$ cat src/rtl/div_pkg.sv
// Shared types and constants for the divide controller and its sign-fix helper.
package div_pkg;

  typedef enum logic [1:0] {
    OP_DIV  = 2'd0,
    OP_DIVU = 2'd1,
    OP_REM  = 2'd2,
    OP_REMU = 2'd3
  } div_op_e;

  typedef enum logic [2:0] {
    S_IDLE,
    S_ISSUE,
    S_WAIT,
    S_SPECIAL,
    S_DONE,
    S_DRAIN
  } div_state_e;

  localparam int unsigned WORD_W = 32;
  // Magnitude of the most negative 32-bit value, i.e. |-2^31| zero-extended.
  localparam logic [63:0] MOST_NEG_W_MAG = 64'h0000_0000_8000_0000;

endpackage

$ cat src/rtl/div_sign_fix.sv
// Conditional two's-complement negate with optional 32-bit input extension and result sign-extension.
// Word handling exists only when DIV_CTRL_WORD_OPS_EN is defined.
module div_sign_fix
  import div_pkg::*;
#(
  parameter int XLEN = 64
) (
  input  logic [XLEN-1:0] value,
  input  logic            negate,
`ifdef DIV_CTRL_WORD_OPS_EN
  input  logic            word,
  input  logic            ext_signed,
  input  logic            out_sext,
`endif
  output logic [XLEN-1:0] result
);

`ifdef DIV_CTRL_WORD_OPS_EN
  logic [XLEN-1:0] ext;
  logic [XLEN-1:0] flipped;

  // Extend before negating (operand magnitudes), sign-extend after negating (results):
  // a word magnitude of 2^31 must not be sign-extended.
  always_comb begin
    ext = value;
    if (word) begin
      ext = ext_signed ? XLEN'(signed'(value[WORD_W-1:0])) : XLEN'(value[WORD_W-1:0]);
    end
    flipped = negate ? -ext : ext;
    result  = flipped;
    if (word && out_sext) begin
      result = XLEN'(signed'(flipped[WORD_W-1:0]));
    end
  end
`else
  assign result = negate ? -value : value;
`endif

endmodule

$ cat src/rtl/div_ctrl.sv
// Request-side controller for a multi-cycle unsigned divider: RV64M DIV/DIVU/REM/REMU.
// Define DIV_CTRL_WORD_OPS_EN to honour word_i (W-form operations).
module div_ctrl
  import div_pkg::*;
#(
  parameter int XLEN = 64
) (
  input  logic            clk_i,
  input  logic            rst_ni,
  input  logic            req_i,
  output logic            gnt_o,
  input  logic [1:0]      op_i,
  input  logic            word_i,
  input  logic [XLEN-1:0] op_a_i,
  input  logic [XLEN-1:0] op_b_i,
  input  logic            flush_i,
  output logic [XLEN-1:0] result_o,
  output logic            valid_o,
  output logic            div_req_o,
  output logic [XLEN-1:0] div_op_a_o,
  output logic [XLEN-1:0] div_op_b_o,
  input  logic [XLEN-1:0] div_quotient_i,
  input  logic [XLEN-1:0] div_remainder_i,
  input  logic            div_done_i
);

  localparam logic [XLEN-1:0] MAG_ONE  = {{(XLEN-1){1'b0}}, 1'b1};
  localparam logic [XLEN-1:0] MOST_NEG = {1'b1, {(XLEN-1){1'b0}}};

  div_state_e state_reg, state_next;
  div_op_e    op_dec, op_reg;
  logic       neg_q_reg, neg_r_reg;
  logic [XLEN-1:0] sp_val_reg;

  logic            accept, is_signed, is_rem, div_zero, overflow, special, load_result;
  logic [1:0]      sign;
  logic [XLEN-1:0] raw [2];
  logic [XLEN-1:0] mag [2];
  logic [XLEN-1:0] most_neg_mag, sp_val, res_raw, res_fixed;
  logic            res_neg;

  assign op_dec    = div_op_e'(op_i);
  assign is_signed = (op_dec == OP_DIV) || (op_dec == OP_REM);
  assign is_rem    = (op_dec == OP_REM) || (op_dec == OP_REMU);
  assign accept    = req_i & gnt_o & ~flush_i;
  assign raw[0]    = op_a_i;
  assign raw[1]    = op_b_i;

`ifdef DIV_CTRL_WORD_OPS_EN
  logic word_reg;
  assign most_neg_mag = word_i ? XLEN'(MOST_NEG_W_MAG) : MOST_NEG;
`else
  logic unused_word;
  assign unused_word  = word_i;
  assign most_neg_mag = MOST_NEG;
`endif

  for (genvar gi = 0; gi < 2; gi++) begin : g_mag
`ifdef DIV_CTRL_WORD_OPS_EN
    assign sign[gi] = word_i ? raw[gi][WORD_W-1] : raw[gi][XLEN-1];
`else
    assign sign[gi] = raw[gi][XLEN-1];
`endif
    div_sign_fix #(.XLEN(XLEN)) u_mag (
      .value     (raw[gi]),
      .negate    (is_signed & sign[gi]),
`ifdef DIV_CTRL_WORD_OPS_EN
      .word      (word_i),
      .ext_signed(is_signed),
      .out_sext  (1'b0),
`endif
      .result    (mag[gi])
    );
  end

  // Special results go through the result sign-fix unnegated, so W-forms are still sign-extended.
  assign div_zero = (mag[1] == '0);
  assign overflow = is_signed & sign[0] & sign[1] & (mag[1] == MAG_ONE) & (mag[0] == most_neg_mag);
  assign special  = div_zero | overflow;
  assign sp_val   = is_rem ? (div_zero ? op_a_i : '0) : (div_zero ? '1 : op_a_i);

  always_comb begin
    res_raw = ((op_reg == OP_REM) || (op_reg == OP_REMU)) ? div_remainder_i : div_quotient_i;
    res_neg = ((op_reg == OP_REM) || (op_reg == OP_REMU)) ? neg_r_reg : neg_q_reg;
    if (state_reg == S_SPECIAL) begin
      res_raw = sp_val_reg;
      res_neg = 1'b0;
    end
  end

  div_sign_fix #(.XLEN(XLEN)) u_res (
    .value     (res_raw),
    .negate    (res_neg),
`ifdef DIV_CTRL_WORD_OPS_EN
    .word      (word_reg),
    .ext_signed(1'b1),
    .out_sext  (1'b1),
`endif
    .result    (res_fixed)
  );

  assign load_result = ~flush_i & (((state_reg == S_WAIT) & div_done_i) | (state_reg == S_SPECIAL));

  always_comb begin
    state_next = state_reg;
    gnt_o      = 1'b0;
    div_req_o  = 1'b0;
    valid_o    = 1'b0;
    case (state_reg)
      S_IDLE: begin
        gnt_o = 1'b1;
        if (accept) state_next = special ? S_SPECIAL : S_ISSUE;
      end
      S_ISSUE: begin
        div_req_o  = 1'b1;
        state_next = S_WAIT;
        if (flush_i) state_next = div_done_i ? S_IDLE : S_DRAIN;
      end
      S_WAIT: begin
        if (flush_i)         state_next = div_done_i ? S_IDLE : S_DRAIN;
        else if (div_done_i) state_next = S_DONE;
      end
      S_SPECIAL: state_next = flush_i ? S_IDLE : S_DONE;
      S_DONE: begin
        valid_o    = ~flush_i;
        state_next = S_IDLE;
      end
      S_DRAIN: if (div_done_i) state_next = S_IDLE;
      default: state_next = S_IDLE;
    endcase
  end

  always_ff @(posedge clk_i or negedge rst_ni) begin
    if (!rst_ni) begin
      state_reg  <= S_IDLE;
      op_reg     <= OP_DIV;
      neg_q_reg  <= 1'b0;
      neg_r_reg  <= 1'b0;
      sp_val_reg <= '0;
      div_op_a_o <= '0;
      div_op_b_o <= '0;
      result_o   <= '0;
`ifdef DIV_CTRL_WORD_OPS_EN
      word_reg   <= 1'b0;
`endif
    end else begin
      state_reg <= state_next;
      if (accept) begin
        op_reg     <= op_dec;
        neg_q_reg  <= is_signed & (sign[0] ^ sign[1]);
        neg_r_reg  <= is_signed & sign[0];
        sp_val_reg <= sp_val;
`ifdef DIV_CTRL_WORD_OPS_EN
        word_reg   <= word_i;
`endif
        // Divider operands are only reloaded on an issuing accept, so they hold until done.
        if (!special) begin
          div_op_a_o <= mag[0];
          div_op_b_o <= mag[1];
        end
      end
      if (load_result) result_o <= res_fixed;
    end
  end

endmodule
$ cat config.mk
export PLATFORM = sky130hd
export DESIGN_NAME = div_ctrl
export DESIGN_NICKNAME = d
export VERILOG_FILES = /design/src/rtl/div_pkg.sv /design/src/rtl/div_sign_fix.sv /design/src/rtl/div_ctrl.sv
export SDC_FILE = /design/constraint.sdc
export NUM_CORES = 1
export LEC_CHECK = 0
export CORE_MARGIN = 2
export CORE_UTILIZATION = 40
export CTS_CLUSTER_SIZE = 12
export DETAILED_ROUTE_END_ITERATION = 12
export PLACE_DENSITY_LB_ADDON = 0.05
export SLEW_MARGIN = 15
export SYNTH_ARGS = -nofsm -noshare
export SYNTH_HDL_FRONTEND = slang
export SYNTH_HIERARCHICAL = 1
export SYNTH_SLANG_ARGS = --single-unit
$ cat constraint.sdc
create_clock -name clk_i -period 5.4 [get_ports clk_i]
set_clock_uncertainty 0.1 [all_clocks]
set_input_delay 1.08 -clock clk_i [delete_from_list [all_inputs] [get_ports clk_i]]
set_output_delay 1.08 -clock clk_i [all_outputs]
set_load 0.02 [all_outputs]
======== Word-level counts from Yosys, hierarchy flattened ========
Cells that the tools add are included.
storage, ports and cells
  flip-flop bits (word level) ............. 263
  output and inout port bits .............. 195
  logic and storage cells ................. 70
operators by class
  reductions and logical operators ........ 8
  bitwise gates (word level) .............. 15
  mux-type cells .......................... 22
  eq/ne operators ......................... 14
  add/subtract/negate cells ............... 3
operators by type and width
  operator                                                          number
  64-bit two-way mux                                                8
  64-bit negator                                                    3
  64-bit by 1-bit == test with 1-bit output, second input constant  1
  64-bit == test, second input constant                             1
  64-bit logical NOT                                                1
  3-bit two-way mux                                                 7
  3-bit case mux with 5 select lines                                1
  1-bit bitwise AND                                                 10
  2-bit == test, second input constant                              4
  3-bit by 2-bit == test with 1-bit output, second input constant   2
  3-bit == test, second input constant                              2
  1-bit two-way mux                                                 5
  2-bit != test, second input constant                              2
  3-bit by 1-bit == test with 1-bit output, second input constant   1
  3-bit logical NOT                                                 1
  1-bit logical OR                                                  3
  3-bit != test, second input constant                              1
  3-bit AND reduction                                               1
  2-bit logical NOT                                                 1
  2-bit two-way mux                                                 1
  1-bit NOT                                                         2
  1-bit bitwise OR                                                  2
  2-bit AND reduction                                               1
  1-bit bitwise XOR                                                 1

======== Longest topological paths before layout ========
Gate-level depths: netlist (run 1).
  depth after elaboration ................. 11
  gate-level depth with buffers ........... 15

======== By module ========
Netlist (run 1), hierarchy kept.
by module, submodules not included
  module        times used  area each (sq um)  cells each  sequential area each (sq um)
  div_ctrl      1           13,225.2           1,292       6,556.3
  div_sign_fix  3           1,453.9            198         0.0

======== Worst setup path after synthesis (run 1) ========
No wires, ideal clock.
  path type ............................... input port to flip-flop
  start point ............................. input op_a_i[40]
  end point ............................... register div_op_b_o[43]
  stages on the path ...................... 13
  path slack .............................. 0.688 ns
  data required time ...................... 5.222 ns
  arrival ................................. 4.534 ns
  setup time .............................. 0.078 ns
  cell sequence ........................... or4_4 or4_4 or4_4 o41ai_2 xnor2_1 nor4b_1 nand4_1 nor4_1 a211oi_1 buf_2 buf_6 buf_2 o2bb2ai_1
RTL lines
  element               line             source
  from (decl)           div_ctrl.sv:14   input logic [XLEN-1:0] op_a_i,
  to (signal assigned)  div_ctrl.sv:159  div_op_b_o <= mag[1];
  to (decl)             div_ctrl.sv:21   output logic [XLEN-1:0] div_op_b_o,

==> results.cfg, run 1 <==
[outcome]
status = finished clean

[route]
wl_per_cell_um = 23.0
drtAntennaViolNets = 0
drt_wl_total_mm = 69.2
viasPerCell = 6.02
drc_errors = 0
drt_iter0_drc = 1861
vias = 18124
dr.pass1.iters = 6

[placement]
placed_area_um2 = 23900
dp_hpwl_mm = 51.0
place.gp.congestion = 0.924
portBuffers = 457

[worst_setup_path]
worstPathArrival_ps = 5520
crit_type = in2reg
rr_worst_depth = 10
cp_num_buf_inv = 5
worst_setup_path_end_kind = flop
reg2reg_from = state_reg[2]$_DFFE_PN0P_
reg2reg_setup_slack_ps = 1120
crit_family = simple AND/OR/NAND/NOR gates
worstReg2RegEnd = result_o[54]$_DFFE_PN0P_
worstPathCellList = clkdlybuf4s50_1 -> or4_1 -> buf_4 -> nor4_2 -> nand4b_2 -> buf_12 -> o31ai_1 -> xnor2_1 -> nor4_1 -> buf_4 -> nand4_1 -> or4_2 -> buf_12 -> o211ai_1 -> o21ai_0
slowest_delay_ps = 720
critPathSlowestCell = or4_2
worstSetupStartpointType = input port
crit_required_ps = 5740
worstPathMaxFanout = 65

[worst_hold_path]
hold_class = reg2reg
worstHoldStart = neg_r_reg$_DFFE_PN0P_
min_path_cells = 2
hold_end = neg_r_reg$_DFFE_PN0P_

[layout]
synthToLayoutAreaGrowth_pct = 41.7
utilization_pct = 57.6
layout.nets = 2663
design_area_um2 = 24900
drive_gt1_share_pct = 14.6

[sta]
finalSetupTns_ps = 0
worst_pin_slew_ps = 853
finalSetupViolCount = 0
finalMaxSlewViolations = 0
rsz0062_at_grt = false
max_freq_mhz = 193
fin_crit_ps = 5170
period_share_pct = 95.8
hold_viol = 0
slew_headroom_pct = 43.1

[grt]
grt_usage_pct = 29.4
antenna_found_initial = 16
overflow = 0
grt_pass1_vias = 17407
grt_max_degree = 129
grt_pass1_wl_mm = 104

[die]
rows = 76
io_pins = 459
core_um2 = 43300
dieArea_um2 = 45700
dieHeight_um = 214
start_util_pct = 40.6
die_x_um = 214

[power_and_ir_drop]
power_density_nw_per_um2 = 409
vdd_drop_max_mv = 0.260
leakagePower_nw = 9.20
finalPower_w = 0.0102

[synth]
ys_ff_latch = 262
syn_avg_cell_area_um2 = 9.32
synth_top_area_share_pct = 37.3
synth_flop_cell = dfrtp_1
ys_types = 49
synth_edf_count = 0
synth_seq_area_share_pct = 37.3
yosysWarnings = 6
synth_top_cell_by_area = dfrtp_1
synthCells = 1886
ys_top_cells_by_area = dfrtp_1 (37%), xnor2_1 (9.3%), o21ai_0 (7.7%)
synth.net_count = 2153
synth_area_um2 = 17600
synthArstFlopShare_pct = 100

[clocking]
cts-buffers-inserted = 31
clockBufferDepth = 3
clock-sinks = 262
postCtsSetupBuffers = 0
cts_tree = built
cts-htree-levels = 1
cts_hold_buf = 0
path_clk_slew_ps = 60
clkLatencyLatePin_ps = 600
ctsResizeCount = 0
cts-root-buf = clkbuf_16

[flow_run]
cap_violations = 0
## how the worst max path moves through the flow
stage,from,endpoint,depth (start not counted)
after global routing,op_b_i[6],div_op_a_o[21]$_DFFE_PN0P_,15
after CTS,op_b_i[6],div_op_a_o[58]$_DFFE_PN0P_,13
after global placement,op_b_i[40],div_op_a_o[9]$_DFFE_PN0P_,13
after floorplan,op_a_i[40],div_op_b_o[43]$_DFFE_PN0P_,13
after detailed placement,op_b_i[6],div_op_a_o[53]$_DFFE_PN0P_,13
final,op_b_i[6],div_op_a_o[56]$_DFFE_PN0P_,15
## power breakdown
part	switching, W	total [W]	internal [W]
Clock	0.000876	0.00200	0.00113
Combinational	0.00257	0.00492	0.00234
Sequential	0.000552	0.00327	0.00272
Total	0.00400	0.0102	0.00620
## synth_stat cells, drive strengths merged (2+ instances only)
| cell type | instances |
|---|---|
| or3 | 40 |
| o32ai | 2 |
| nand2b | 11 |
| dfrtp | 262 |
| mux2 | 64 |
| o41ai | 54 |
| o2bb2ai | 63 |
| inv | 12 |
| nor2 | 84 |
| nand4b | 3 |
| nand4bb | 3 |
| a21oi | 67 |
| clkbuf | 102 |
| nor3 | 12 |
| nand4 | 16 |
| nand3b | 3 |
| ha | 3 |
| o21ai | 297 |
| o211ai | 64 |
| o31ai | 61 |
| a22oi | 63 |
| or2 | 12 |
| or4 | 55 |
| a32oi | 63 |
| nor4b | 6 |
| nor4 | 54 |
| mux2i | 66 |
| nor2b | 4 |
| nand3 | 10 |
| xnor2 | 187 |
| buf | 82 |
| nand2 | 54 |
## cells in the final DEF (no fill, tap or decap), types with 7 or more instances in the layout
cell and instances:
xnor2_1 187, or3_1 34, o21ai_0 272, buf_12 23, clkbuf_1 8, nor4_1 48, clkdlybuf4s50_1 454, nand3_1 10
o211ai_1 64, mux2_2 44, or2_2 12, o21ai_1 25, a21oi_1 67, nand4_1 16, nand2b_1 11, clkinv_2 7
mux2i_1 66, a22oi_1 63, o31ai_1 60, buf_4 181, dfrtp_1 261, a32oi_1 63, inv_1 12, o41ai_1 45
diode_2 11, mux2_1 20, nand2_1 54, nor2_1 81, o41ai_2 9, o2bb2ai_1 63, or4_4 9, nor3_1 11
clkbuf_16 31, or4_1 45
## cells by family after synthesis
logic type / share of synthesized area, %
AO/OA/AOI/OAI: 28.1
buffers and inverters: 5.08
XOR/XNOR: 9.31
flip-flops: 37.3
adder cells (fa/ha/maj): 0.213
multiplexers: 7.85
AND/OR/NAND/NOR: 12.2
## layer usage
metal	vias up	share of wire, %	global-route usage, %
met5	-	0.080	0
met4	8	2.7	9.39
met3	104	8.0	5.18
met2	776	44	43.8
met1	8901	45	43.1
li1	8335	-	-
## metrics by stage
stage          std cells  setup WS (ps)  hold slack, ps
2_1_floorplan       1886            688             346
3_3_place_gp        2948           -260             367
3_5_place_dp        2948           -306             367
4_1_cts             3002            287             382
5_1_grt             3013           63.7             401
6_report            3013            228             379
## layout make-up
| type | count | area (um^2) |
|---|---|---|
| Tap cell | 585 | 732 |
| Fill cell | 3879 | 18400 |
| Clock buffer | 45 | 888 |
| Sequential cell | 262 | 6560 |
| Timing Repair Buffer | 661 | 6390 |
| Clock inverter | 9 | 51.3 |
| Multi-Input combinational cell | 1428 | 10200 |
| Antenna cell | 11 | 27.5 |
| Inverter | 12 | 45.0 |
## worst min-delay path: stages, from the launching register on
cell	delay, ps
dfrtp_1	340
nand2_1	50
nand2_1	50
No activity file was read; power rests on OpenSTA's default activity.
==> inputs of run 2 (changes only) <==
--- a/config.mk
+++ b/config.mk
@@ -5,10 +5,12 @@
 export SDC_FILE = /design/constraint.sdc
 export NUM_CORES = 1
 export LEC_CHECK = 0
+export CORE_ASPECT_RATIO = 0.5
 export CORE_MARGIN = 2
 export CORE_UTILIZATION = 40
 export CTS_CLUSTER_SIZE = 12
 export DETAILED_ROUTE_END_ITERATION = 12
+export GPL_TIMING_DRIVEN = 0
 export PLACE_DENSITY_LB_ADDON = 0.05
 export SLEW_MARGIN = 15
 export SYNTH_ARGS = -nofsm -noshare
==> run 2 against run 1 <==
Net effect: combinational power hardly changed; die area is 0.22% higher; design area is 3.1% lower; clock power hardly changed; register-to-register slack worse by 640 ps; flip-flop and latch count stayed put; power is 0.66% lower; worst hold slack better by 1.9 ps; first-iteration DRC count is 15% higher; critical path depth is 2 lower.
==> results.cfg, run 2 (synthesis results as in run 1) <==
[outcome]
status = finished clean

[grt]
grt_pass1_wl_mm = 104
grt_pass1_vias = 17137
grt_usage_pct = 29.1
antenna_found_initial = 8
overflow = 0
grt_max_degree = 96

[placement]
dp_hpwl_mm = 53.7
numPlacedInstances = 2931
place.gp.congestion = 0.947
portBuffers = 455

[route]
wl_per_cell_um = 23.3
drc_errors = 0
dr.pass1.iters = 5
viasPerCell = 6.01
vias = 17965
drt_wl_total_mm = 69.5
drtAntennaViolNets = 0
drt_iter0_drc = 2133

[die]
start_util_pct = 40.5
dieArea_um2 = 45800
core_um2 = 43400
rows = 54
io_pins = 459
dieHeight_um = 152
die_x_um = 301

[power_and_ir_drop]
power_density_nw_per_um2 = 420
vdd_drop_max_mv = 0.297
power_frac_comb_pct = 48.7
power.switching_w = 0.00398
pwr-share-seq_pct = 31.7
power.share.switching_pct = 39.3
leakagePower_nw = 8.79
finalPower_w = 0.0101
p_int_w = 0.00615
pwr-share-clk_pct = 19.6

[flow_run]
cap_violations = 0

[sta]
finalSetupTns_ps = 0
worst_pin_slew_ps = 1220
max_freq_mhz = 189
rsz0062_at_grt = false
fin_crit_ps = 5280
finalSetupViolCount = 0
slew_headroom_pct = 18.3
period_share_pct = 97.8
hold_viol = 0
finalMaxSlewViolations = 0

[layout]
most-common-layout-cells = clkdlybuf4s50_1 (450), o21ai_0 (272), dfrtp_1 (262), xnor2_1 (187), clkbuf_1 (103)
seq_area_um2 = 6560
stdcell_count = 2989
multi_input_area_um2 = 10300
final_common_cell = clkdlybuf4s50_1
utilization_pct = 55.5
layout.nets = 2645
drive_gt1_share_pct = 10.0
synthToLayoutAreaGrowth_pct = 37.2
fill_cells = 4038

[worst_hold_path]
hold_class = in2async

[worst_setup_path]
worstSetupStartpointType = input port
crit_required_ps = 5720
reg2reg_setup_slack_ps = 480
worstPathArrival_ps = 5600
worstPathMaxFanout = 10
worst_setup_path_end_kind = flop
crit_type = in2reg

[clocking]
cts_hold_buf = 0
cts-root-buf = clkbuf_16
clockBufferDepth = 3
clkLatencyLatePin_ps = 560
path_clk_slew_ps = 60
cts-buffers-inserted = 28
cts-htree-levels = 1
cts_tree = built
clock-sinks = 262
==> run 2: cell types whose count changed in the layout (fill, tap and decap cells not counted), moves of 7 or more <==
cell	previous run	this run
buf_12	23	0
buf_2	2	59
buf_4	181	16
nor4_1	48	38
clkbuf_1	8	103
nor4_2	4	11
==> run 2: worst paths after layout <==
kind,startpoint,endpoint,cells after the start
worst max-delay path,op_b_i[6],div_op_a_o[13]$_DFFE_PN0P_,13
worst min-delay path,rst_ni,div_op_b_o[21]$_DFFE_PN0P_,1
worst max register to register,op_reg[1]$_DFFE_PN0P_,result_o[63]$_DFFE_PN0P_,11
worst min register to register,result_o[43]$_DFFE_PN0P_,result_o[43]$_DFFE_PN0P_,1
max in group asynchronous,rst_ni,result_o[51]$_DFFE_PN0P_,3
min in group clk_i,result_o[43]$_DFFE_PN0P_,result_o[43]$_DFFE_PN0P_,1
==> run 2: power by group through the flow <==
| stage | registers, W | logic (W) | clock network (W) |
|---|---|---|---|
| floorplan | 0.00383 | 0.00196 | 0 |
| global placement | 0.00323 | 0.00486 | 0 |
| detailed placement | 0.00323 | 0.00490 | 0 |
| CTS | 0.00320 | 0.00493 | 0.00202 |
| global route | 0.00329 | 0.00526 | 0.00209 |
| finish | 0.00321 | 0.00493 | 0.00199 |
==> run 2: cell type report <==
| class | count | share of cell area, % |
|---|---|---|
| timing repair buffer | 463 | 19.3 |
| antenna | 8 | 0.0830 |
| clock buffer | 41 | 3.48 |
| tap | 588 | 3.05 |
| inverter | 12 | 0.187 |
| clock inverter | 4 | 0.306 |
| multi-input combinational | 1428 | 42.8 |
| buffer | 183 | 3.53 |
| sequential | 262 | 27.2 |
==> run 2: routing by layer <==
metal	global-route usage (%)	vias to the layer above	wire (um)
met4	8.27	0	1820
li1	-	8318	-
met2	47.0	689	32700
met5	0	-	0
met1	40.8	8858	30600
met3	3.89	100	4450
==> run 2: what timing repair did <==
item | CTS | global route
gates cloned | 0 | 0
setup buffers | 2 | 4
pin swaps | 2 | 3
gates resized for setup | 16 | 25
endpoints found under the setup margin | 193 | 193
==> run 2: critical path, cell delays in order <==
cell and delay, ps:
clkdlybuf4s50_1 480, or4_4 620, or4_1 580, or3_1 400
o31ai_1 260, xnor2_1 140, nor4_2 400, nand4_1 260
or4_4 630, buf_4 210, buf_6 150, o211ai_1 250
o21ai_0 140
==> run 2: metrics by stage <==
step	hold WS (ps)	instance area (um^2)	setup WS (ps)
floorplan	346	17600	688
global placement	366	22900	-8740
detailed placement	369	22900	-1210
CTS	381	24000	47.5
global route	403	24100	6.71
finish	381	24100	120
